--- src/rtl/dequeue_agent_v0_1.sv ---
// dequeue_agent_v0_1: pops PIFO roots and streams the addressed buffer packet.
// Build option: DEQ_STRICT_PRIORITY_EN selects lowest-index-wins arbitration.
module dequeue_agent_v0_1 #(
  parameter int QUEUE_NUM  = 5,
  parameter int ROOT_WIDTH = 32,
  parameter int ADDR_WIDTH = 12
) (
  input  logic                  axis_aclk,
  input  logic                  axis_resetn,
  input  logic [QUEUE_NUM-1:0]  s_axis_pifo_empty,
  input  logic [ROOT_WIDTH-1:0] s_axis_pifo_root,
  output logic [QUEUE_NUM-1:0]  m_axis_ctl_pifo_out_en,
  input  logic                  s_axis_buffer_tvalid,
  input  logic                  s_axis_buffer_tlast,
  output logic                  m_axis_ctl_buffer_rd_en,
  output logic [ADDR_WIDTH-1:0] m_axis_buffer_rd_addr,
  output logic [QUEUE_NUM-1:0]  m_axis_queue_sel,
  output logic [QUEUE_NUM-1:0]  m_axis_tvalid,
  input  logic [QUEUE_NUM-1:0]  m_axis_tready,
  output logic [15:0]           m_axis_invalid_root_cnt
);

  localparam int PW = (QUEUE_NUM > 1) ? $clog2(QUEUE_NUM) : 1;

  typedef enum logic [1:0] {
    IDLE,
    POP,
    CAPTURE,
    STREAM
  } state_t;

  state_t state;

  logic [QUEUE_NUM-1:0]  elig;
  logic [QUEUE_NUM-1:0]  grant;
  logic                  grant_any;
  logic [PW-1:0]         grant_idx;
  logic                  root_valid;
  logic [ADDR_WIDTH-1:0] root_addr;
  logic                  in_stream;
  logic                  xfer;
  logic                  unused_root;

`ifndef DEQ_STRICT_PRIORITY_EN
  logic [PW-1:0] rr_ptr;
`endif

  function automatic logic [PW-1:0] wrap_idx(
    input int v
  );
    return PW'(v % QUEUE_NUM);
  endfunction

  assign elig        = ~s_axis_pifo_empty & m_axis_tready;
  assign root_valid  = s_axis_pifo_root[ROOT_WIDTH-1];
  assign root_addr   = s_axis_pifo_root[ADDR_WIDTH-1:0];
  assign unused_root = ^s_axis_pifo_root[ROOT_WIDTH-2:ADDR_WIDTH];

  // Scan from far to near so the nearest eligible index wins.
  always_comb begin
    grant     = '0;
    grant_idx = '0;
    grant_any = |elig;
`ifdef DEQ_STRICT_PRIORITY_EN
    for (int i = QUEUE_NUM - 1; i >= 0; i--) begin
      if (elig[i]) begin
        grant_idx = PW'(i);
      end
    end
`else
    for (int k = QUEUE_NUM; k >= 1; k--) begin
      if (elig[wrap_idx(int'(rr_ptr) + k)]) begin
        grant_idx = wrap_idx(int'(rr_ptr) + k);
      end
    end
`endif
    grant[grant_idx] = grant_any;
  end

  assign in_stream = (state == STREAM);

  assign xfer = in_stream
              & s_axis_buffer_tvalid
              & |(m_axis_queue_sel & m_axis_tready);

  assign m_axis_ctl_buffer_rd_en = xfer;

  assign m_axis_tvalid =
    (in_stream && s_axis_buffer_tvalid) ? m_axis_queue_sel : '0;

  always_ff @(posedge axis_aclk or negedge axis_resetn) begin
    if (!axis_resetn) begin
      state                   <= IDLE;
      m_axis_queue_sel        <= '0;
      m_axis_ctl_pifo_out_en  <= '0;
      m_axis_buffer_rd_addr   <= '0;
      m_axis_invalid_root_cnt <= '0;
`ifndef DEQ_STRICT_PRIORITY_EN
      rr_ptr                  <= PW'(QUEUE_NUM - 1);
`endif
    end else begin
      m_axis_ctl_pifo_out_en <= '0;
      unique case (state)
        IDLE: begin
          if (grant_any) begin
            m_axis_queue_sel       <= grant;
            m_axis_ctl_pifo_out_en <= grant;
`ifndef DEQ_STRICT_PRIORITY_EN
            rr_ptr                 <= grant_idx;
`endif
            state                  <= POP;
          end
        end
        POP: begin
          state <= CAPTURE;
        end
        CAPTURE: begin
          if (root_valid) begin
            m_axis_buffer_rd_addr <= root_addr;
            state                 <= STREAM;
          end else begin
            if (m_axis_invalid_root_cnt != 16'hFFFF) begin
              m_axis_invalid_root_cnt <=
                m_axis_invalid_root_cnt + 16'd1;
            end
            m_axis_queue_sel <= '0;
            state            <= IDLE;
          end
        end
        STREAM: begin
          if (xfer && s_axis_buffer_tlast) begin
            m_axis_queue_sel <= '0;
            state            <= IDLE;
          end
        end
        default: begin
          m_axis_queue_sel <= '0;
          state            <= IDLE;
        end
      endcase
    end
  end

endmodule

--- config.mk ---
export PLATFORM = sky130hd
export DESIGN_NAME = dequeue_agent_v0_1
export DESIGN_NICKNAME = d
export VERILOG_FILES = /design/src/rtl/dequeue_agent_v0_1.sv
export SDC_FILE = /design/constraint.sdc
export NUM_CORES = 1
export LEC_CHECK = 0
export BUFFER_PORTS_ARGS = -buffer_cell sky130_fd_sc_hd__buf_2
export CORE_ASPECT_RATIO = 1.1
export CORE_MARGIN = 1
export CORE_UTILIZATION = 38
export CTS_CLUSTER_SIZE = 28
export DETAILED_ROUTE_END_ITERATION = 10
export GPL_TIMING_DRIVEN = 1
export MAX_ROUTING_LAYER = met4
export PLACE_DENSITY = 0.58
export SLEW_MARGIN = 20
export SYNTH_ARGS = -nofsm -noshare
export SYNTH_HDL_FRONTEND = slang
export SYNTH_SLANG_ARGS = --single-unit
--- constraint.sdc ---
create_clock -name axis_aclk -period 5.5 [get_ports axis_aclk]
set_input_delay 0 -clock axis_aclk [delete_from_list [all_inputs] [get_ports axis_aclk]]
set_output_delay 0 -clock axis_aclk [all_outputs]
set_load 0.02 [all_outputs]
==> results_dict.tcl, run 1 <==
set metrics [dict create \
    vias_per_cell 5.55 \
    synthArstFlopShare 1.00 \
    vias 3321 \
    critPathMaxStageDelay_ns 0.57 \
    yosysUniqueCellTypes 73 \
    grt_usage 0.195 \
    synth_common_cells "dfrtp_1 (42), nand2_1 (33), ha_1 (29), nor2_1 (21), inv_1 (19)" \
    finalWirelength_um 9000 \
    cts_tree "built" \
    synthSimpleGateAreaFrac 0.199 \
    cts_resized 0 \
    power_leakage_nw 2.08 \
    crit_type "flop to flop" \
    post-route-period-util 0.847 \
    period_needed_ns 4.66 \
    maxCapViolations 0 \
    synth_top_area_frac 0.287 \
    fmaxAchievable_mhz 215 \
    syn_to_final_growth_pct 19.0 \
    grt_pass1_wl_um 15200 \
    finalSetupViolCount 0 \
    synth_ff_type "dfrtp_1" \
    synth_top_family_by_area "compound AO/OA/AOI/OAI gates" \
    dp_hpwl_um 6890 \
    r2r_start "rr_ptr[1]$_DFFE_PN0P_" \
    r2r_end "m_axis_ctl_pifo_out_en[0]$_DFF_PN0_" \
    final_nets 556 \
    die_y_um 105 \
    yosys.area_share.adder 0.105 \
    clk_latency_ns 0.29 \
    rsz0062_at_grt "no" \
    overflow 0 \
    synth_nets 475 \
    num_rows 37 \
    synth_seq_area_share 0.294 \
    cts.clk_slew.worst_paths_ns 0.09 \
    muxShareOfSynthArea 0.0926 \
    hold_slack_ns 0.0374 \
    drtPass1Iterations 5 \
    crit_fanout 8 \
    slew_viol_final 0 \
    cp.required_ns 5.72 \
    worst_pin_slew_ns 0.950 \
    io_pins 90 \
    hold_violations 0 \
    synth_seq_cells 43 \
    start_kind "flop" \
    die-area_sq_um 10000 \
    setup_tns_ns 0 \
    die_w_um 95.6 \
    worstHoldPathCells 3 \
    crit_buf_inv 2 \
    core_sq_um 9350 \
    irDropWorstVdd_uv 284 \
    cp.arrival_ns 4.88 \
    yosysMostFrequentCell "dfrtp_1" \
    clockBufferDepth 2 \
    crit_path_frequent_cell "ha_1" \
    worstSetupEndpointType "flop" \
    h-tree-depth 2 \
    relSlewSlack 0.359 \
    postSynthAreaPerCell_sq_um 9.17 \
    path_cells "inv_1 > ha_1 > xor2_2 > ha_1 > nor3b_1 > a22oi_1 > and2_1 > inv_1 > ha_1 > nor2b_1 > o32ai_2 > mux2i_1 > o22ai_1 > a31oi_1 > a221oi_1 > o41ai_2 > and4_1" \
    critPathTopFamily "compound AO/OA/AOI/OAI gates" \
    yosysWarningCount 0 \
    syn_inst 399 \
    drc 0 \
    hold_class "input pin to flop" \
    io_buffers 70 \
    ant_nets 0 \
    worstHoldStart "s_axis_pifo_root[31]" \
    start_util 0.391 \
    grt_max_degree 44 \
    synthXorXnorAreaFrac 0.0622 \
    avgRoutedWirePerCell_um 15.1 \
    drive_gt1_frac 0.245 \
    worstRegToRegCells 17 \
    r2r_slack_ns 0.84 \
    root_buffer "clkbuf_8" \
    gp_congestion 0.927 \
    cts_sinks 43 \
    netlist_area_sq_um 3660 \
    slowest_stage "o41ai_2" \
    skew_ns 0.00821 \
    antenna_found_initial 0 \
    synth_edf_count 0 \
    min_to "state[0]$_DFFE_PN0P_" \
    outcome "finished, final reports clean" \
    p_per_area_nw_per_um2 708 \
    dr.first_iter.drc_count 182 \
    synth_top_area_cell "dfrtp_1" \
    post_cts_buffers 0 \
    ys_top_cells_by_area "dfrtp_1 (29%), ha_1 (9.9%), mux2_2 (4.6%)" \
    synth_compound_area_frac 0.206 \
    cts_buffers 5 \
    grt_pass1_vias 3290 \
    layout.filler_cells 945 \
    n_antenna_cell 0 \
]
layout make-up:
| class | count | area (sq um) | area share |
|---|---|---|---|
| Sequential cell | 43 | 1080 | 0.247 |
| Multi-Input combinational cell | 320 | 2430 | 0.558 |
| Timing Repair Buffer | 90 | 536 | 0.123 |
| Clock buffer | 5 | 68.8 | 0.0158 |
| Tap cell | 117 | 146 | 0.0336 |
| Inverter | 20 | 75.1 | 0.0172 |
| Clock inverter | 3 | 20.0 | 0.00460 |
worst max path at each step:
stage,startpoint,end,cells after the start
5_1_grt,rr_ptr[1]$_DFFE_PN0P_,rr_ptr[1]$_DFFE_PN0P_,17
3_5_place_dp,rr_ptr[1]$_DFFE_PN0P_,rr_ptr[1]$_DFFE_PN0P_,17
6_report,rr_ptr[1]$_DFFE_PN0P_,m_axis_ctl_pifo_out_en[0]$_DFF_PN0_,17
2_1_floorplan,rr_ptr[0]$_DFFE_PN0P_,m_axis_queue_sel[2]$_DFFE_PN0P_,20
4_1_cts,rr_ptr[1]$_DFFE_PN0P_,rr_ptr[1]$_DFFE_PN0P_,17
3_3_place_gp,rr_ptr[1]$_DFFE_PN0P_,rr_ptr[1]$_DFFE_PN0P_,17
state kept, by name (all words and copies together), names as in the netlist:
name and cells:
m_axis_buffer_rd_addr 12, rr_ptr 3, m_axis_queue_sel 5, state 2, m_axis_invalid_root_cnt 16, m_axis_ctl_pifo_out_en 5
power breakdown:
part | switching [W] | internal (W) | total, W
registers | 0.0000643 | 0.000413 | 0.000477
logic | 0.00142 | 0.000987 | 0.00241
clock network | 0.000107 | 0.0000883 | 0.000196
cells by family after synthesis:
group           Yosys count
buf+inv                  36
simple gates            137
xor+xnor                 23
mux                      29
fa+ha+maj                30
flops                    43
compound gates          101
per-layer routing:
layer / share of wire / GRT usage / vias to the layer above
met5: 0 / - / -
met4: 0.021 / 0.0661 / 0
met3: 0.034 / 0.0204 / 16
met2: 0.51 / 0.327 / 98
met1: 0.44 / 0.241 / 1591
li1: - / - / 1616
stage by stage:
step	worst slack [ns]	util	power, W	cells	cell area (sq um)
2_1_floorplan	0.822	-	0.00235	399	3660
3_3_place_gp	0.893	0.441	0.00283	576	4130
3_5_place_dp	0.803	0.441	0.00287	576	4130
4_1_cts	0.788	0.466	0.00309	598	4360
5_1_grt	0.409	0.466	0.00337	598	4360
6_report	0.841	0.466	0.00308	598	4360
what timing repair did:
action / CTS / global route
hold buffers: 14 / 0
hold endpoints to repair: 55 / 0
setup endpoints to repair: 0 / 0
worst min-delay path: stages:
cell and delay (ns):
buf_2 0.11, mux2i_1 0.06, o21ai_0 0.13
placed cells by master, fill, tap and decap left out, types with 6 or more instances in the layout:
master | Yosys | layout
a21o_1 | 6 | 6
a21oi_1 | 17 | 17
and2_1 | 15 | 15
and3_1 | 9 | 9
buf_2 | 3 | 70
buf_4 | 1 | 6
dfrtp_1 | 42 | 42
dlygate4sd3_1 | 0 | 14
ha_1 | 29 | 29
inv_1 | 19 | 19
mux2_2 | 15 | 15
mux2i_1 | 11 | 11
nand2_1 | 33 | 33
nand2b_1 | 9 | 9
nand3_1 | 10 | 10
nor2_1 | 21 | 21
nor2b_1 | 8 | 8
nor3_1 | 8 | 8
nor3b_1 | 6 | 6
o21ai_0 | 15 | 15
xnor2_1 | 17 | 17
(Power assumes the default switching activity.)
==> inputs of run 2 (changes only) <==
- ABC_AREA: not set -> 1
- PLACE_DENSITY: 0.58 -> 0.59
- clock period: 5.5 -> 4.7 ns (I/O delays scaled with it)
==> run 2 against run 1 <==
  * Clock skew increased by 0.0019 ns
  * Register-to-register slack got worse by 0.26 ns
  * Highest routed layer unchanged
  * Synthesized cell count increased by 15%
  * Sequential power increased by 19%
  * Largest power group unchanged
  * Via count decreased by 4.8%
  * Combinational power decreased by 2%
  * Hold slack got worse by 0.0072 ns
  * Cell count increased by 10%
==> results_dict.tcl, run 2 <==
set metrics [dict create \
    switching_share 0.556 \
    worst_pin_slew_ns 0.927 \
    startpoint "rr_ptr[1]$_DFFE_PN0P_" \
    worstRegToRegCells 27 \
    cp.arrival_ns 4.27 \
    grt_pass1_vias 3001 \
    r2r_end "rr_ptr[0]$_DFFE_PN0P_" \
    worstHoldPathCells 4 \
    hold_violations 0 \
    cp.required_ns 4.86 \
    ys_top_cells_by_area "dfrtp_1 (30%), nand2_1 (11%), ha_1 (10%)" \
    synth_seq_area_share 0.309 \
    cts_tree "built" \
    power_frac_clock 0.073 \
    grt_max_degree 44 \
    yosysUniqueCellTypes 43 \
    core_sq_um 8870 \
    maxCapViolations 0 \
    synthArstFlopShare 1.00 \
    power.internal_w 0.00140 \
    yosysWarningCount 0 \
    hold_class "input pin to flop" \
    relSlewSlack 0.382 \
    die-area_sq_um 9550 \
    synth_top_area_cell "dfrtp_1" \
    vias 3160 \
    synth_edf_count 0 \
    r2r_start "rr_ptr[1]$_DFFE_PN0P_" \
    power_leakage_nw 2.29 \
    seq_power_share 0.180 \
    setup_tns_ns 0 \
    period_needed_ns 4.12 \
    syn_inst 457 \
    synth_seq_cells 43 \
    rsz0062_at_grt "no" \
    p_per_area_nw_per_um2 753 \
    finalWirelength_um 8240 \
    start_util 0.392 \
    cts_buffers 5 \
    post_cts_buffers 0 \
    ant_nets 0 \
    cts.clk_slew.worst_paths_ns 0.08 \
    dr.first_iter.drc_count 73 \
    io_pins 90 \
    combPwrFrac 0.747 \
    drc 0 \
    clockBufferDepth 2 \
    overflow 0 \
    netlist_area_sq_um 3480 \
    fmaxAchievable_mhz 243 \
    p_switching_w 0.00176 \
    dp_hpwl_um 6440 \
    synth_ff_type "dfrtp_1" \
    worstSetupEndpointType "flop" \
    synth_top_area_frac 0.302 \
    synth_nets 533 \
    r2r_slack_ns 0.58 \
    biggestRegsByFlops "m_axis_invalid_root_cnt x16, m_axis_buffer_rd_addr x12" \
    synth_common_cells "nand2_1 (102), inv_1 (59), nand3_1 (47), dfrtp_1 (42), nor2_1 (40)" \
    gp_congestion 0.863 \
    post-route-period-util 0.876 \
    vias_per_cell 4.79 \
    min_to "state[1]$_DFFE_PN0P_" \
    avgRoutedWirePerCell_um 12.5 \
    drtPass1Iterations 4 \
    finalSetupViolCount 0 \
    die_y_um 102 \
    slew_viol_final 0 \
    crit_fanout 8 \
    io_buffers 70 \
    largest_reg_flops 16 \
    syn_to_final_growth_pct 20.4 \
    num_rows 36 \
    crit_type "flop to flop" \
    worstHoldStart "s_axis_buffer_tlast" \
    drive_gt1_frac 0.267 \
    die_w_um 93.3 \
    irDropWorstVdd_uv 327 \
    postLayoutCoreUtil 0.472 \
    root_buffer "clkbuf_8" \
    regMostFlops "m_axis_invalid_root_cnt" \
    skew_ns 0.0101 \
    final_common_cell "nand2_1" \
    final_nets 621 \
    antenna_found_initial 0 \
    clk_latency_ns 0.30 \
    yosysMostFrequentCell "nand2_1" \
    postSynthAreaPerCell_sq_um 7.62 \
    grt_pass1_wl_um 13300 \
    n_antenna_cell 0 \
    cts_sinks 43 \
    h-tree-depth 2 \
    grt_usage 0.181 \
    mostFrequentLayoutCells "nand2_1 (102), buf_2 (70), inv_1 (59)" \
    outcome "finished, final reports clean" \
    start_kind "flop" \
]
-- run 2: power by group through the flow --
stage | clock network, W | registers, W | logic, W
3_5_place_dp | 0 | 0.000574 | 0.00235
4_1_cts | 0.000236 | 0.000570 | 0.00237
5_1_grt | 0.000251 | 0.000589 | 0.00264
2_1_floorplan | 0 | 0.000675 | 0.00172
3_3_place_gp | 0 | 0.000571 | 0.00230
6_report | 0.000230 | 0.000569 | 0.00236
-- run 2: stage by stage --
stage	power, W	hold WS [ns]	worst slack (ns)	instances	cell area, sq um
2_1_floorplan	0.00239	-0.296	0.636	457	3480
3_3_place_gp	0.00287	0.204	0.654	639	3980
3_5_place_dp	0.00292	0.201	0.591	639	3980
4_1_cts	0.00318	0.0372	0.551	660	4190
5_1_grt	0.00348	0.0477	0.209	660	4190
6_report	0.00316	0.0301	0.582	660	4190
-- run 2: worst max path at each step --
stage	slack, ns	to	cells after the start
2_1_floorplan	0.64	rr_ptr[0]$_DFFE_PN0P_	27
3_3_place_gp	0.65	rr_ptr[0]$_DFFE_PN0P_	27
3_5_place_dp	0.59	rr_ptr[0]$_DFFE_PN0P_	27
4_1_cts	0.55	rr_ptr[0]$_DFFE_PN0P_	27
5_1_grt	0.21	rr_ptr[0]$_DFFE_PN0P_	27
6_report	0.58	rr_ptr[0]$_DFFE_PN0P_	27
-- run 2: area by class of cell --
| type | count | area, sq um |
|---|---|---|
| clock buffers | 6 | 72.6 |
| clock inverters | 2 | 12.5 |
| fillers | 887 | 4680 |
| inverters | 65 | 244 |
| multi-input cells | 344 | 2140 |
| flip-flops and latches | 43 | 1080 |
| well taps | 114 | 143 |
| repair buffers | 86 | 503 |
-- run 2: repair_timing --
item,4_1_cts,5_1_grt
hold endpoints to repair,54,0
resized for setup,0,0
hold buffers,13,0
-- run 2: logic make-up (layout without fill, tap and decap cells) --
group | count (synthesis) | count (layout) | share of synthesized area
AO/OA/AOI/OAI | 35 | 35 | 0.0647
multiplexers | 12 | 12 | 0.0388
XOR/XNOR | 17 | 17 | 0.0449
adder cells (fa/ha/maj) | 30 | 30 | 0.110
flip-flops | 43 | 43 | 0.309
buffers and inverters | 70 | 159 | 0.0762
AND/OR/NAND/NOR | 250 | 250 | 0.356
-- run 2: worst max-delay path, cell delays in order (launching register included) --
cell and delay, ns:
dfrtp_1 0.49, inv_1 0.22, ha_1 0.50, clkinv_1 0.13, ha_1 0.21, nor2_1 0.13, nand3_1 0.11, nand2_1 0.13
xor2_2 0.21, ha_1 0.18, inv_1 0.05, or2_2 0.28, nand3_2 0.12, nand3_1 0.14, nand2_2 0.13, nand2_1 0.05
nand3_1 0.06, nand2_1 0.05, nand2_1 0.09, nand2_2 0.08, nor2_1 0.09, nand2_1 0.06, nand2_1 0.06, nand2_1 0.06
nand2_2 0.08, nand2_2 0.07, nand2_4 0.09, o21ai_0 0.11
-- run 2: routing by layer --
metal  track usage  vias to the layer above  wire length, um
met4        0.0462                        0               99
met1         0.208                     1454             3620
met5             -                        -                0
met3        0.0231                        8              282
met2         0.333                       67             4230
li1              -                     1631                -
